`config.mk`:
```
export PLATFORM = sky130hd
export DESIGN_NAME = seq_bit_serializer
export DESIGN_NICKNAME = d
export VERILOG_FILES = /design/src/rtl/seq_pkg.sv /design/src/rtl/seq_bit_serializer.sv
export SDC_FILE = /design/constraint.sdc
export NUM_CORES = 1
export LEC_CHECK = 0
export BUFFER_PORTS_ARGS = -buffer_cell sky130_fd_sc_hd__buf_2
export CORE_UTILIZATION = 32
export DETAILED_ROUTE_END_ITERATION = 12
export PLACE_DENSITY = 0.54
export SETUP_SLACK_MARGIN = 0.2
export SLEW_MARGIN = 20
export SYNTH_ARGS = -nofsm -noshare
export SYNTH_HDL_FRONTEND = slang
export SYNTH_SLANG_ARGS = --single-unit
```
`constraint.sdc`:
```
create_clock -name clk -period 1.5 [get_ports clk]
set_input_delay 0 -clock clk [delete_from_list [all_inputs] [get_ports clk]]
set_output_delay 0 -clock clk [all_outputs]
set_load 0.02 [all_outputs]
```
`src/rtl/seq_pkg.sv`:
```
// Shared definitions for the bit serializer: FSM state encoding and the
// default parallel word width.
package seq_pkg;

  localparam int SEQ_DATA_W_DEF = 8;

  typedef enum logic [1:0] {
    IDLE   = 2'd0,
    SHIFT  = 2'd1,
    PARITY = 2'd2
  } seq_state_e;

  // Plain-vector aliases of the state encoding for RTL that keeps state
  // in a logic vector.
  localparam logic [1:0] ST_IDLE   = IDLE;
  localparam logic [1:0] ST_SHIFT  = SHIFT;
  localparam logic [1:0] ST_PARITY = PARITY;

endpackage : seq_pkg

```
`src/rtl/seq_bit_serializer.sv`:
```
// Parallel-to-serial converter: one DATA_W word in, MSB-first bit stream out
// with a frame-valid flag and an end-of-frame pulse.
//
// Build option: define SEQ_SER_PARITY_EN to append an even-parity bit
// (XOR of the accepted word) after the LSB of every frame.
//
// Handshake: a word transfers on a rising edge where in_valid && in_ready.
// in_ready is high in IDLE and in the final output cycle of a frame, so a
// word offered in that final cycle starts a gapless follow-on frame. While
// in_ready is low the source must hold in_valid/in_data stable; they are
// ignored. Reset wins over a simultaneous transfer (the word is dropped).
module seq_bit_serializer
  import seq_pkg::*;
#(
  parameter int   DATA_W   = SEQ_DATA_W_DEF,
  parameter logic IDLE_BIT = 1'b0
) (
  input  logic              clk,
  input  logic              rst,
  input  logic [DATA_W-1:0] in_data,
  input  logic              in_valid,
  output logic              in_ready,
  output logic              x,
  output logic              x_valid,
  output logic              frame_done,
  output logic [1:0]        dbg_state_o
);

  localparam int CNT_W = $clog2(DATA_W + 1);
  localparam logic [CNT_W-1:0] CNT_LAST   = CNT_W'(DATA_W - 1);
  localparam logic [CNT_W-1:0] CNT_PENULT = CNT_W'(DATA_W - 2);

  logic [1:0]        state_q, state_d;
  logic [CNT_W-1:0]  cnt_q, cnt_d;
  logic [DATA_W-1:0] sh_q, sh_d;
  logic              par_q, par_d;
  logic              x_q, x_d;
  logic              xv_q, xv_d;
  logic              fd_q, fd_d;
  logic              last_cycle;
  logic              accept;

  // Final output cycle of a frame: the LSB, or the parity bit when enabled.
`ifdef SEQ_SER_PARITY_EN
  assign last_cycle = (state_q == ST_PARITY);
`else
  assign last_cycle = (state_q == ST_SHIFT) && (cnt_q == CNT_LAST);
`endif

  assign in_ready    = (state_q == ST_IDLE) || last_cycle;
  assign accept      = in_valid && in_ready;
  assign x           = x_q;
  assign x_valid     = xv_q;
  assign frame_done  = fd_q;
  assign dbg_state_o = state_q;

  // Next-state logic: sh_q holds the bits still to be sent, left-aligned,
  // so the next bit is always sh_q[DATA_W-1].
  always_comb begin
    state_d = state_q;
    cnt_d   = cnt_q;
    sh_d    = sh_q;
    par_d   = par_q;
    x_d     = x_q;
    xv_d    = xv_q;
    fd_d    = 1'b0;
    if (accept) begin
      state_d = ST_SHIFT;
      cnt_d   = '0;
      sh_d    = {in_data[DATA_W-2:0], 1'b0};
      par_d   = ^in_data;
      x_d     = in_data[DATA_W-1];
      xv_d    = 1'b1;
    end else begin
      case (state_q)
        ST_SHIFT: begin
          if (cnt_q == CNT_LAST) begin
`ifdef SEQ_SER_PARITY_EN
            state_d = ST_PARITY;
            x_d     = par_q;
            xv_d    = 1'b1;
            fd_d    = 1'b1;
`else
            state_d = ST_IDLE;
            x_d     = IDLE_BIT;
            xv_d    = 1'b0;
`endif
          end else begin
            cnt_d = cnt_q + CNT_W'(1);
            x_d   = sh_q[DATA_W-1];
            sh_d  = {sh_q[DATA_W-2:0], 1'b0};
`ifndef SEQ_SER_PARITY_EN
            // The bit loaded now is the LSB, i.e. the last of the frame.
            fd_d  = (cnt_q == CNT_PENULT);
`endif
          end
        end
`ifdef SEQ_SER_PARITY_EN
        ST_PARITY: begin
          state_d = ST_IDLE;
          x_d     = IDLE_BIT;
          xv_d    = 1'b0;
        end
`endif
        default: begin
          state_d = ST_IDLE;
          x_d     = IDLE_BIT;
          xv_d    = 1'b0;
        end
      endcase
    end
  end

  // State and output registers; synchronous reset aborts any frame.
  always_ff @(posedge clk) begin
    if (rst) begin
      state_q <= ST_IDLE;
      cnt_q   <= '0;
      sh_q    <= '0;
      par_q   <= 1'b0;
      x_q     <= IDLE_BIT;
      xv_q    <= 1'b0;
      fd_q    <= 1'b0;
    end else begin
      state_q <= state_d;
      cnt_q   <= cnt_d;
      sh_q    <= sh_d;
      par_q   <= par_d;
      x_q     <= x_d;
      xv_q    <= xv_d;
      fd_q    <= fd_d;
    end
  end

endmodule : seq_bit_serializer

```
# After elaboration in Yosys (flattened, before gate mapping)

Index checks and enable logic that the tools add are counted.

$add $sub $neg: 1
Reduce and logical (&&, ||, !) cells: 9
Equality and inequality tests: 4
Bitwise logic cells: 2
Mux-type cells: 12

Operator list:

| operator            | count |
|---|---|
| $mux 8              | 3 |
| $mux 1              | 9 |
| $eq 4x3->1 const B  | 2 |
| $add 4x1->4 const B | 1 |
| $reduce_and 2->1    | 2 |
| $reduce_or 4->1     | 1 |
| $ne 3x2->1 const B  | 1 |
| $logic_and 1x1->1   | 2 |
| $logic_not 2->1     | 1 |
| $ne 2x2->1 const B  | 1 |
| $not 1->1           | 2 |
| $reduce_bool 2->1   | 1 |
| $reduce_or 2->1     | 1 |
| $logic_or 1x1->1    | 1 |

Word-level logic and storage cells: 34
Output and inout port bits: 6
Bits of input ports: 11
Bits in registers: 15

# Depth between registers and ports, before layout

Gate-level depths: netlist of run 1.

Depth in word-level cells: 6
Mapped depth: 5
Depth with buffers taken out: 4

# Worst setup path before layout of run 1

OpenSTA, ideal clock, no wires.

Path kind: register to register
From: reg cnt_q[0]
To: reg cnt_q[1]
Clock period less this slack: 1.294 ns
Arrival time: 1.224 ns
Buffers on the path: 1
Stages on the path, launching flop included: 6
Path slack: 0.206 ns
Library setup time: 0.070 ns
Required time: 1.430 ns
Cell sequence: dfxtp_1 ha_1 and3b_1 buf_6 or3_1 a21oi_1

Word-level cells in the longest chain between the ends: 5
Elaborated cells on any way between the ends: 8
Classes of those cells: add/sub (1); eq/ne (1); bitwise (1); reduce/logical (5)

RTL lines:

| element                          | line                                               | RTL |
|---|---|---|
| start, declared                  | seq_bit_serializer.sv:34                           | `logic [CNT_W-1:0] cnt_q, cnt_d;` |
| start signal, assigned           | seq_bit_serializer.sv:126                          | `cnt_q <= cnt_d;` |
| $eq 4x3->1                       | seq_bit_serializer.sv:47, seq_bit_serializer.sv:77 |  |
| $logic_and 1x1->1                | seq_bit_serializer.sv:47                           | `assign last_cycle = (state_q == ST_SHIFT) && (cnt_q == CNT_LAST);` |
| $logic_or 1x1->1                 | seq_bit_serializer.sv:50                           | `assign in_ready = (state_q == ST_IDLE) \|\| last_cycle;` |
| $logic_and 1x1->1                | seq_bit_serializer.sv:51                           | `assign accept = in_valid && in_ready;` |
| $reduce_or 2->1 (no source line) | --                                                 |  |

Parallel ways exist; a longest one is shown, timed or not.
A chain may end at the register's enable or synchronous reset.

# Worst setup path after layout of run 1

From: reg cnt_q[0]
To: reg fd_q, in the netlist frame_done

Word-level cells in the longest chain between the ends: 5
Elaborated cells on any way between the ends: 6
Classes of those cells: eq/ne (2); reduce/logical (4)

RTL lines:

| element                          | line                                               | RTL |
|---|---|---|
| $eq 4x3->1                       | seq_bit_serializer.sv:47, seq_bit_serializer.sv:77 |  |
| $logic_and 1x1->1                | seq_bit_serializer.sv:47                           |  |
| $logic_or 1x1->1                 | seq_bit_serializer.sv:50                           |  |
| $logic_and 1x1->1                | seq_bit_serializer.sv:51                           |  |
| $reduce_or 4->1 (no source line) | --                                                 |  |
| end signal, assigned             | seq_bit_serializer.sv:123                          | `fd_q <= 1'b0;` |
| end signal, assigned             | seq_bit_serializer.sv:131                          | `fd_q <= fd_d;` |
| end, declared                    | seq_bit_serializer.sv:39                           | `logic fd_q, fd_d;` |

Parallel ways exist; a longest one is shown, timed or not.

==> flow_metrics.env, run 1 <==
export IMPL_outcome="finished clean"
export IMPL_n_fill_cell=226
export IMPL_die_area_sq_mm=0.00234
export IMPL_slew_viol_final=0
export IMPL_clk_path_buf_depth=2
export IMPL_p_per_area_mw_per_mm2=937
export IMPL_synth_seq_cells=14
export IMPL_synthAdderAreaFrac_pct=3.63
export IMPL_cts_tree="yes"
export IMPL_gp_congestion=0.760
export IMPL_wl_per_cell_microns=12.4
export IMPL_numPortBuffers=15
export IMPL_critical_path_class="reg2reg"
export IMPL_via_per_inst=4.88
export IMPL_drtIter0Drc=6
export IMPL_avgSynthCellArea_sq_um=9.71
export IMPL_cp_max_fo=3
export IMPL_die_w_microns=48.4
export IMPL_p_leak_nw=0.364
export IMPL_antenna_found_initial=0
export IMPL_grt_first_pass_wirelength_mm=2.49
export IMPL_finalCritPeriodShare_pct=84.9
export IMPL_irDropWorstVdd_mv=0.511
export IMPL_most_common_layout_cells="buf_2, dfxtp_1, mux2i_1"
export IMPL_fin_ws_ns=0.226
export IMPL_synthCells=71
export IMPL_synth_compound_area_share_pct=16.0
export IMPL_grt_setup_unrepaired="yes"
export IMPL_firstDrtPassIters=4
export IMPL_totalWireLength_mm=1.46
export IMPL_synth_area_sq_um=689
export IMPL_cts_sinks=14
export IMPL_ys_seq_area_share_pct=40.7
export IMPL_synth_xor_area_share_pct=1.27
export IMPL_antenna_cells=0
export IMPL_hpwlAfterDp_microns=927
export IMPL_setup_viol=0
export IMPL_synth_top_family_by_area="simple AND/OR/NAND/NOR gates"
export IMPL_ant_nets=0
export IMPL_crit_required_ns=1.73
export IMPL_initial_core_util_pct=34.4
export IMPL_ctsHtreeMaxLevel=1
export IMPL_cap_viol_max_count=0
export IMPL_die_h_microns=48.4
export IMPL_synthesis_nets=84
export IMPL_ys_warn_count=0
export IMPL_muxShareOfSynthArea_pct=10.2
export IMPL_track_usage_pct=14.1
export IMPL_grt_overflow=0
export IMPL_finalCriticalPeriod_ns=1.27
export IMPL_layout_drive_gt1_share_pct=38.9
export IMPL_drc_errors=0
export IMPL_row_count=16
export IMPL_hold_viol_final=0
export IMPL_clk_pin_slew_ns=0.09
export IMPL_fin_nets=104
export IMPL_grt_pass1_vias=530
export IMPL_routed_via_count=571
export IMPL_place_ws_ns=0.136
export IMPL_ys_types=25
export IMPL_arrival_ns=1.51
export IMPL_synth_simple_area_share_pct=17.1
export IMPL_hp_class="in2reg"
export IMPL_crit_path_end_kind="flip-flop"
export IMPL_start_kind="flip-flop"
export IMPL_clkLatencyLatePin_ns=0.29
export IMPL_numCtsBuffers=3
export IMPL_grt_max_degree=15
export IMPL_clock_skew_ns=0.00840
export IMPL_layout_cells_most_common="buf_2"
export IMPL_clock_fmax_mhz=785
export IMPL_syn_to_final_growth_pct=24.7
export IMPL_fin_setup_tns_ns=0
export IMPL_cts_root_buffer="clkbuf_4"
export IMPL_io_pins=17
export IMPL_core_area_sq_mm=0.00200
==> state kept, by name (all words and copies together) (netlist names) <==
| signal | count |
|---|---|
| dbg_state_o | 1 |
| sh_q | 7 |
| frame_done | 1 |
| x | 1 |
| cnt_q | 4 |
==> cells in the mapped netlist (all sizes together) <==
library cell / number / area share [%]
conb: 1 / 0.54
a21oi: 4 / 2.9
or3: 1 / 0.91
nand3b: 2 / 2.2
ha: 2 / 3.6
a31oi: 1 / 0.91
dfxtp: 14 / 41
dlymetal6s2s: 1 / 1.8
a32oi: 1 / 1.3
mux2i: 7 / 10
buf: 6 / 7.3
xor2: 1 / 1.3
nor3: 6 / 4.4
o211ai: 3 / 3.3
a211oi: 7 / 7.6
and3b: 1 / 1.3
nor2: 2 / 1.1
nand4b: 1 / 1.3
inv: 3 / 1.6
and3: 1 / 0.91
or4bb: 1 / 1.8
nand2: 2 / 1.1
nand3: 3 / 2.2
==> kinds of logic (layout without fill, tap and decap cells) <==
group | after synthesis | in the layout
compound gates | 16 | 16
xor+xnor | 1 | 1
mux | 7 | 7
fa+ha+maj | 2 | 2
simple gates | 20 | 21
buf+inv | 10 | 28
other cells | 1 | 1
flops | 14 | 14
==> where the power goes <==
part	internal [mW]	switching, mW	total (mW)
Clock	0.148	0.132	0.280
Sequential	0.394	0.0159	0.410
Combinational	0.0539	0.0627	0.117
==> metrics by stage <==
stage / area [sq um] / power [mW] / utilization (%) / hold slack, ns / cells
floorplan: 689 / 0.493 / - / 0.0728 / 71
global placement: 751 / 0.517 / 37.5 / 0.316 / 108
detailed placement: 751 / 0.517 / 37.5 / 0.314 / 108
CTS: 833 / 0.814 / 41.6 / 0.0437 / 116
global route: 860 / 0.858 / 42.9 / 0.0397 / 117
finish: 860 / 0.806 / 42.9 / 0.0535 / 117
==> final cells by class <==
cell class | count | area, sq um | share of cell area, %
sequential | 14 | 284 | 33.0
multi-input combinational | 48 | 372 | 43.2
clock buffer | 4 | 36.3 | 4.22
inverter | 3 | 11.3 | 1.31
timing repair buffer | 21 | 123 | 14.3
tap | 27 | 33.8 | 3.93
==> critical path: stages, from the launching register on <==
cell,delay [ns]
dfxtp_2,0.35
inv_2,0.06
ha_1,0.14
or4bb_2,0.59
nor2_1,0.09
==> metal layers <==
metal | up-vias | global-route usage, % | part of all wire (%)
met5 | - | 0 | 0
met4 | 0 | 4.41 | 0.96
met3 | 2 | 5.66 | 4.5
met2 | 15 | 20.4 | 44
met1 | 255 | 19.0 | 50
li1 | 299 | - | -
==> what timing repair did <==
item	in CTS	in global routing
hold endpoints to repair	1	0
hold buffers	1	0
endpoints found under the setup margin	9	8
cloned	1	0
gates resized for setup	5	7
pin swaps	1	0
buffers inserted	2	1
==> path summary, 6_finish.rpt <==
kind	from	endpoint	slack, ns	cells past startpoint
max	cnt_q[0]$_SDFFE_PP0P_	frame_done$_SDFF_PP0_	0.23	4
min	in_data[0]	sh_q[1]$_SDFFE_PP0P_	0.05	3
max reg2reg	cnt_q[0]$_SDFFE_PP0P_	frame_done$_SDFF_PP0_	0.23	4
min reg2reg	sh_q[7]$_SDFFE_PP0P_	x$_SDFF_PP0_	0.48	2
Power figures use the tool's default switching activity.
==> run 2: changes to the inputs <==
--- a/config.mk
+++ b/config.mk
@@ -5,6 +5,7 @@
 export SDC_FILE = /design/constraint.sdc
 export NUM_CORES = 1
 export LEC_CHECK = 0
+export ABC_AREA = 1
 export BUFFER_PORTS_ARGS = -buffer_cell sky130_fd_sc_hd__buf_2
 export CORE_UTILIZATION = 32
 export DETAILED_ROUTE_END_ITERATION = 12
==> constraint.sdc (replaced) <==
create_clock -name clk -period 1.2 [get_ports clk]
set_input_delay 0 -clock clk [delete_from_list [all_inputs] [get_ports clk]]
set_output_delay 0 -clock clk [all_outputs]
set_load 0.02 [all_outputs]
==> flow_metrics.env, run 2 <==
export IMPL_outcome="complete, but fails checks"
export IMPL_violations="negative setup slack"
export IMPL_grt_pass1_vias=650
export IMPL_synthArstFlopShare_pct=0
export IMPL_io_pins=17
export IMPL_routed_top_layer="met4"
export IMPL_track_usage_pct=14.6
export IMPL_grt_first_pass_wirelength_mm=2.75
export IMPL_n_fill_cell=190
export IMPL_power_frac_clock_pct=27.4
export IMPL_cp_num_buf_inv=2
export IMPL_via_per_inst=4.68
export IMPL_slowest_stage="dfxtp_4"
export IMPL_totalWireLength_mm=1.73
export IMPL_p_per_area_mw_per_mm2=905
export IMPL_antenna_cells=0
export IMPL_fin_setup_tns_ns=-0.123
export IMPL_critPathMostFrequentCell="buf_6"
export IMPL_clk_pin_slew_ns=0.09
export IMPL_layout_drive_gt1_share_pct=53.3
export IMPL_p_leak_nw=0.487
export IMPL_ctsHtreeMaxLevel=1
export IMPL_syn_to_final_growth_pct=51.5
export IMPL_ant_nets=0
export IMPL_reg2reg_from="cnt_q[1]$_SDFFE_PP0P_"
export IMPL_hpwlAfterDp_mm=1.16
export IMPL_start_kind="flip-flop"
export IMPL_ys_warn_count=0
export IMPL_routed_via_count=697
export IMPL_drtIter0Drc=9
export IMPL_r2r_end="cnt_q[1]$_SDFFE_PP0P_"
export IMPL_synth_top_cell_by_area="dfxtp_1"
export IMPL_grt_setup_unrepaired="yes"
export IMPL_p_total_mw=1.00
export IMPL_grt_max_degree=10
export IMPL_gp_congestion=0.772
export IMPL_slew_viol_final=0
export IMPL_synth_area_sq_um=731
export IMPL_crit_path_start="cnt_q[0]$_SDFFE_PP0P_"
export IMPL_hold_ws_ns=0.0254
export IMPL_cp_depth=5
export IMPL_synth_edf_count=0
export IMPL_most_common_layout_cells="nand3_1, nand3_2, nand2_1, buf_2, dfxtp_1"
export IMPL_numPortBuffers=15
export IMPL_setup_viol=4
export IMPL_synthCells=90
export IMPL_synthTopCellsByArea="dfxtp_1, nand3_1, nand3_2"
export IMPL_p_sw_mw=0.294
export IMPL_slowest_delay_ns=0.37
export IMPL_fin_nets=137
export IMPL_wl_met2_microns=805
export IMPL_finalCriticalPeriod_ns=1.26
export IMPL_cts_tree="yes"
export IMPL_arrival_ns=1.26
export IMPL_crit_path_end_kind="output port"
export IMPL_firstDrtPassIters=4
export IMPL_irDropWorstVdd_mv=0.370
export IMPL_multi_input_area_sq_um=460
export IMPL_drc_errors=0
export IMPL_p_int_mw=0.709
export IMPL_die_w_microns=49.8
export IMPL_dr_wl_met3_microns=72
export IMPL_cap_viol_max_count=0
export IMPL_ys_types=21
export IMPL_cts_sinks=14
export IMPL_clkLatencyLatePin_ns=0.28
export IMPL_clock_skew_ns=0.00157
export IMPL_cts_root_buffer="clkbuf_4"
export IMPL_r2r_slack_ns=-0.04
export IMPL_swShare_pct=29.3
export IMPL_worstPathCellList="ha_4 > nand3_4 > nand2_8 > buf_6 > buf_6"
export IMPL_initial_core_util_pct=35.4
export IMPL_layout_cells_most_common="nand3_1"
export IMPL_critical_path_class="reg2out"
export IMPL_synthesis_nets=103
export IMPL_clock_fmax_mhz=797
export IMPL_die_h_microns=49.8
export IMPL_synth_seq_cells=14
export IMPL_final_seq_area_sq_um=292
export IMPL_regMostFlops="sh_q"
export IMPL_clk_path_buf_depth=2
export IMPL_hp_class="in2reg"
export IMPL_wl_met1_microns=833
export IMPL_yosysTopAreaCellShare_pct=38.4
export IMPL_antenna_found_initial=0
export IMPL_numCtsBuffers=3
export IMPL_avgSynthCellArea_sq_um=8.12
export IMPL_crit_end="in_ready"
export IMPL_power_frac_seq_pct=50.1
export IMPL_ys_flop_type="dfxtp_1"
export IMPL_wl_per_cell_microns=11.6
export IMPL_hold_viol_final=0
export IMPL_ys_seq_area_share_pct=38.4
export IMPL_grt_overflow=0
export IMPL_core_area_sq_mm=0.00206
export IMPL_largest_reg_flops=7
export IMPL_crit_family="flip-flops"
export IMPL_finalCritPeriodShare_pct=105
export IMPL_top_regs="sh_q (7), cnt_q (4)"
export IMPL_fin_ws_ns=-0.0550
export IMPL_ys_top_cells_by_count="nand3_1, dfxtp_1, nand2_1"
export IMPL_power_frac_comb_pct=22.5
export IMPL_reg2reg_depth=4
export IMPL_crit_required_ns=1.20
export IMPL_row_count=16
export IMPL_cp_max_fo=5
export IMPL_yosysMostFrequentCell="nand3_1"
export IMPL_die_area_sq_mm=0.00248
[run 2: changes by cell type after synthesis, sizes merged, moves of 3 or more]
cell	delta
nand3	+26
o211ai	-3
a21oi	+3
a211oi	-7
mux2i	-7
nor3	-5
inv	+7
nand2	+12
[run 2: cell families (layout without fill, tap and decap cells)]
| kind of cell | Yosys count | count (layout) | synth area share, % |
|---|---|---|---|
| adder cells (fa/ha/maj) | 2 | 2 | 3.42 |
| AO/OA/AOI/OAI | 9 | 9 | 6.68 |
| other | 1 | 1 | 0.513 |
| AND/OR/NAND/NOR | 48 | 49 | 36.3 |
| XOR/XNOR | 1 | 1 | 1.20 |
| flip-flops | 14 | 14 | 38.4 |
| buffers and inverters | 15 | 46 | 13.5 |
[run 2: through the flow]
stage / setup slack (ns) / instances / utilization [%] / area, sq um
3_5_place_dp: -0.0240 / 136 / 42.2 / 871
5_1_grt: -0.0911 / 149 / 53.7 / 1110
2_1_floorplan: 0.0389 / 90 / - / 756
3_3_place_gp: 0.00410 / 136 / 42.2 / 871
6_report: -0.0550 / 149 / 53.7 / 1110
4_1_cts: -0.0505 / 149 / 51.5 / 1060
[run 2: what timing repair did]
action                                 4_1_cts  5_1_grt
hold buffers                                 3        0
pin swaps                                    6        5
resized for setup                           21       11
setup endpoints to repair                   15       17
endpoints found under the hold margin        4        0
setup buffers                                6        0
cloned                                       1        0
[run 2: layout make-up]
type	count	area share, %
Tap cell	27	3.05
Timing Repair Buffer	33	23.4
Clock buffer	3	2.03
Multi-Input combinational cell	62	41.6
Inverter	10	3.62
Sequential cell	14	26.3
[run 2: metal layers]
layer | GRT usage (%) | up-vias
met5 | 0 | -
met3 | 3.09 | 2
met1 | 18.5 | 308
li1 | - | 366
met4 | 5.71 | 0
met2 | 24.1 | 21
[run 2: worst min-delay path by stage]
stage	from	end	depth (start not counted)
after floorplan	rst	dbg_state_o[0]$_SDFFE_PP0P_	1
after global placement	rst	dbg_state_o[0]$_SDFFE_PP0P_	2
after detailed placement	rst	dbg_state_o[0]$_SDFFE_PP0P_	2
after CTS	in_data[4]	sh_q[5]$_SDFFE_PP0P_	5
after global routing	in_data[1]	sh_q[2]$_SDFFE_PP0P_	5
final	in_data[2]	sh_q[3]$_SDFFE_PP0P_	5
[run 2: power groups by stage]
stage	registers, mW	clock network (mW)	logic (mW)
after floorplan	0.516	0	0.110
after global routing	0.504	0.295	0.247
after detailed placement	0.511	0	0.157
after global placement	0.511	0	0.157
after CTS	0.500	0.280	0.208
final	0.502	0.275	0.226
[run 2: tightest hold or removal path, cell delays in order]
cell	delay, ns
buf_2	0.09
nand3_2	0.06
nand2_1	0.05
nand2_1	0.04
nand2_1	0.04
==> run 3: changes to the inputs <==
--- a/config.mk
+++ b/config.mk
@@ -10,7 +10,7 @@
 export CORE_UTILIZATION = 32
 export DETAILED_ROUTE_END_ITERATION = 12
 export PLACE_DENSITY = 0.54
-export SETUP_SLACK_MARGIN = 0.2
+export SETUP_SLACK_MARGIN = 0.3
 export SLEW_MARGIN = 20
 export SYNTH_ARGS = -nofsm -noshare
 export SYNTH_HDL_FRONTEND = slang
==> flow_metrics.env, run 3 (same netlist as run 2, synthesis figures left out) <==
export IMPL_drtIter0Drc=9
export IMPL_p_leak_nw=0.487
export IMPL_n_fill_cell=187
export IMPL_p_per_area_mw_per_mm2=906
export IMPL_clk_path_buf_depth=2
export IMPL_grt_first_pass_wirelength_mm=2.83
export IMPL_grt_pass1_vias=674
export IMPL_die_w_microns=49.8
export IMPL_p_total_mw=1.00
export IMPL_fin_ws_ns=-0.0550
export IMPL_totalWireLength_mm=1.75
export IMPL_via_per_inst=4.70
export IMPL_setup_viol=4
export IMPL_layout_drive_gt1_share_pct=53.3
export IMPL_gp_congestion=0.772
export IMPL_critical_path_class="reg2out"
export IMPL_most_common_layout_cells="nand3_1, nand3_2, nand2_1, buf_2, dfxtp_1"
export IMPL_clock_fmax_mhz=797
export IMPL_track_usage_pct=15.1
export IMPL_slowest_stage="dfxtp_4"
export IMPL_cts_root_buffer="clkbuf_4"
export IMPL_hold_ws_ns=0.0254
export IMPL_finalCriticalPeriod_ns=1.25
export IMPL_cp_num_buf_inv=2
export IMPL_final_seq_area_sq_um=292
export IMPL_violations="negative setup slack"
export IMPL_antenna_found_initial=0
export IMPL_clock_skew_ns=0.00152
export IMPL_die_h_microns=49.8
export IMPL_crit_family="flip-flops"
export IMPL_routed_via_count=700
export IMPL_ant_nets=0
export IMPL_hpwlAfterDp_mm=1.16
export IMPL_crit_path_end_kind="output port"
export IMPL_top_regs="sh_q (7), cnt_q (4)"
export IMPL_grt_overflow=0
export IMPL_finalCritPeriodShare_pct=105
export IMPL_die_area_sq_mm=0.00248
export IMPL_arrival_ns=1.25
export IMPL_antenna_cells=0
export IMPL_hold_viol_final=0
export IMPL_grt_max_degree=10
export IMPL_numCtsBuffers=3
export IMPL_clk_pin_slew_ns=0.09
export IMPL_layout_cells_most_common="nand3_1"
export IMPL_slowest_delay_ns=0.37
export IMPL_grt_setup_unrepaired="yes"
export IMPL_syn_to_final_growth_pct=51.5
export IMPL_place_ws_ns=-0.0240
export IMPL_firstDrtPassIters=4
export IMPL_fin_setup_tns_ns=-0.131
export IMPL_core_area_sq_mm=0.00206
export IMPL_hp_class="in2reg"
export IMPL_initial_core_util_pct=35.4
export IMPL_drc_errors=0
export IMPL_multi_input_area_sq_um=460
export IMPL_io_pins=17
export IMPL_irDropWorstVdd_mv=0.380
export IMPL_cts_tree="yes"
export IMPL_wl_per_cell_microns=11.8
export IMPL_row_count=16
export IMPL_largest_reg_flops=7
export IMPL_final_core_util_pct=53.7
export IMPL_crit_required_ns=1.20
export IMPL_regMostFlops="sh_q"
export IMPL_start_kind="flip-flop"
export IMPL_cts_sinks=14
export IMPL_outcome="complete, but fails checks"
export IMPL_worstPathCellList="ha_4 > nand3_4 > nand2_8 > buf_6 > buf_6"
export IMPL_cp_max_fo=5
export IMPL_ctsHtreeMaxLevel=1
export IMPL_clkLatencyLatePin_ns=0.28
export IMPL_fin_nets=137
export IMPL_critPathMostFrequentCell="buf_6"
export IMPL_slew_viol_final=0
export IMPL_numPortBuffers=15
export IMPL_cap_viol_max_count=0
[run 3: final cells by class]
type                       instances  area share (%)
clock buffer                       3            2.03
sequential                        14            26.3
multi-input combinational         62            41.6
timing repair buffer              33            23.4
tap                               27            3.05
inverter                          10            3.62
[run 3: worst register-to-register path, cell delays in order, from the launching register on]
cell and delay [ns]:
dfxtp_4 0.36, buf_4 0.14, ha_1 0.26, or2_2 0.30, a21oi_2 0.12
[run 3: where the power goes]
part / switching, mW / internal (mW) / leakage (nW) / total (mW)
clock network: 0.158 / 0.116 / 0.0138 / 0.275
registers: 0.0195 / 0.482 / 0.116 / 0.501
logic: 0.116 / 0.110 / 0.356 / 0.227
[run 3: final timing paths]
| kind | start | to | slack (ns) | depth (start not counted) |
|---|---|---|---|---|
| max | cnt_q[0]$_SDFFE_PP0P_ | in_ready | -0.05 | 5 |
| min reg2reg | sh_q[1]$_SDFFE_PP0P_ | sh_q[1]$_SDFFE_PP0P_ | 0.49 | 2 |
| min | in_data[2] | sh_q[3]$_SDFFE_PP0P_ | 0.03 | 5 |
| max reg2reg | cnt_q[1]$_SDFFE_PP0P_ | cnt_q[1]$_SDFFE_PP0P_ | -0.04 | 4 |
[run 3: repair_timing]
action,4_1_cts,5_1_grt
setup buffers,6,0
hold endpoints to repair,4,0
hold buffers,3,0
pin swaps,6,5
gates resized for setup,21,11
cloned,1,0
endpoints found under the setup margin,17,17
[run 3: stage by stage]
stage,cell area (sq um),cells
floorplan,756,90
finish,1110,149
CTS,1060,149
global route,1110,149
global placement,871,136
detailed placement,871,136
[run 3: layer usage]
metal  GRT usage [%]  part of all wire (%)  vias to the layer above
met5               0                     0                        -
met4            5.71                  0.86                        0
met3            3.09                   3.5                        2
met2            25.5                    48                       19
met1            18.6                    48                      313
li1                -                     -                      366
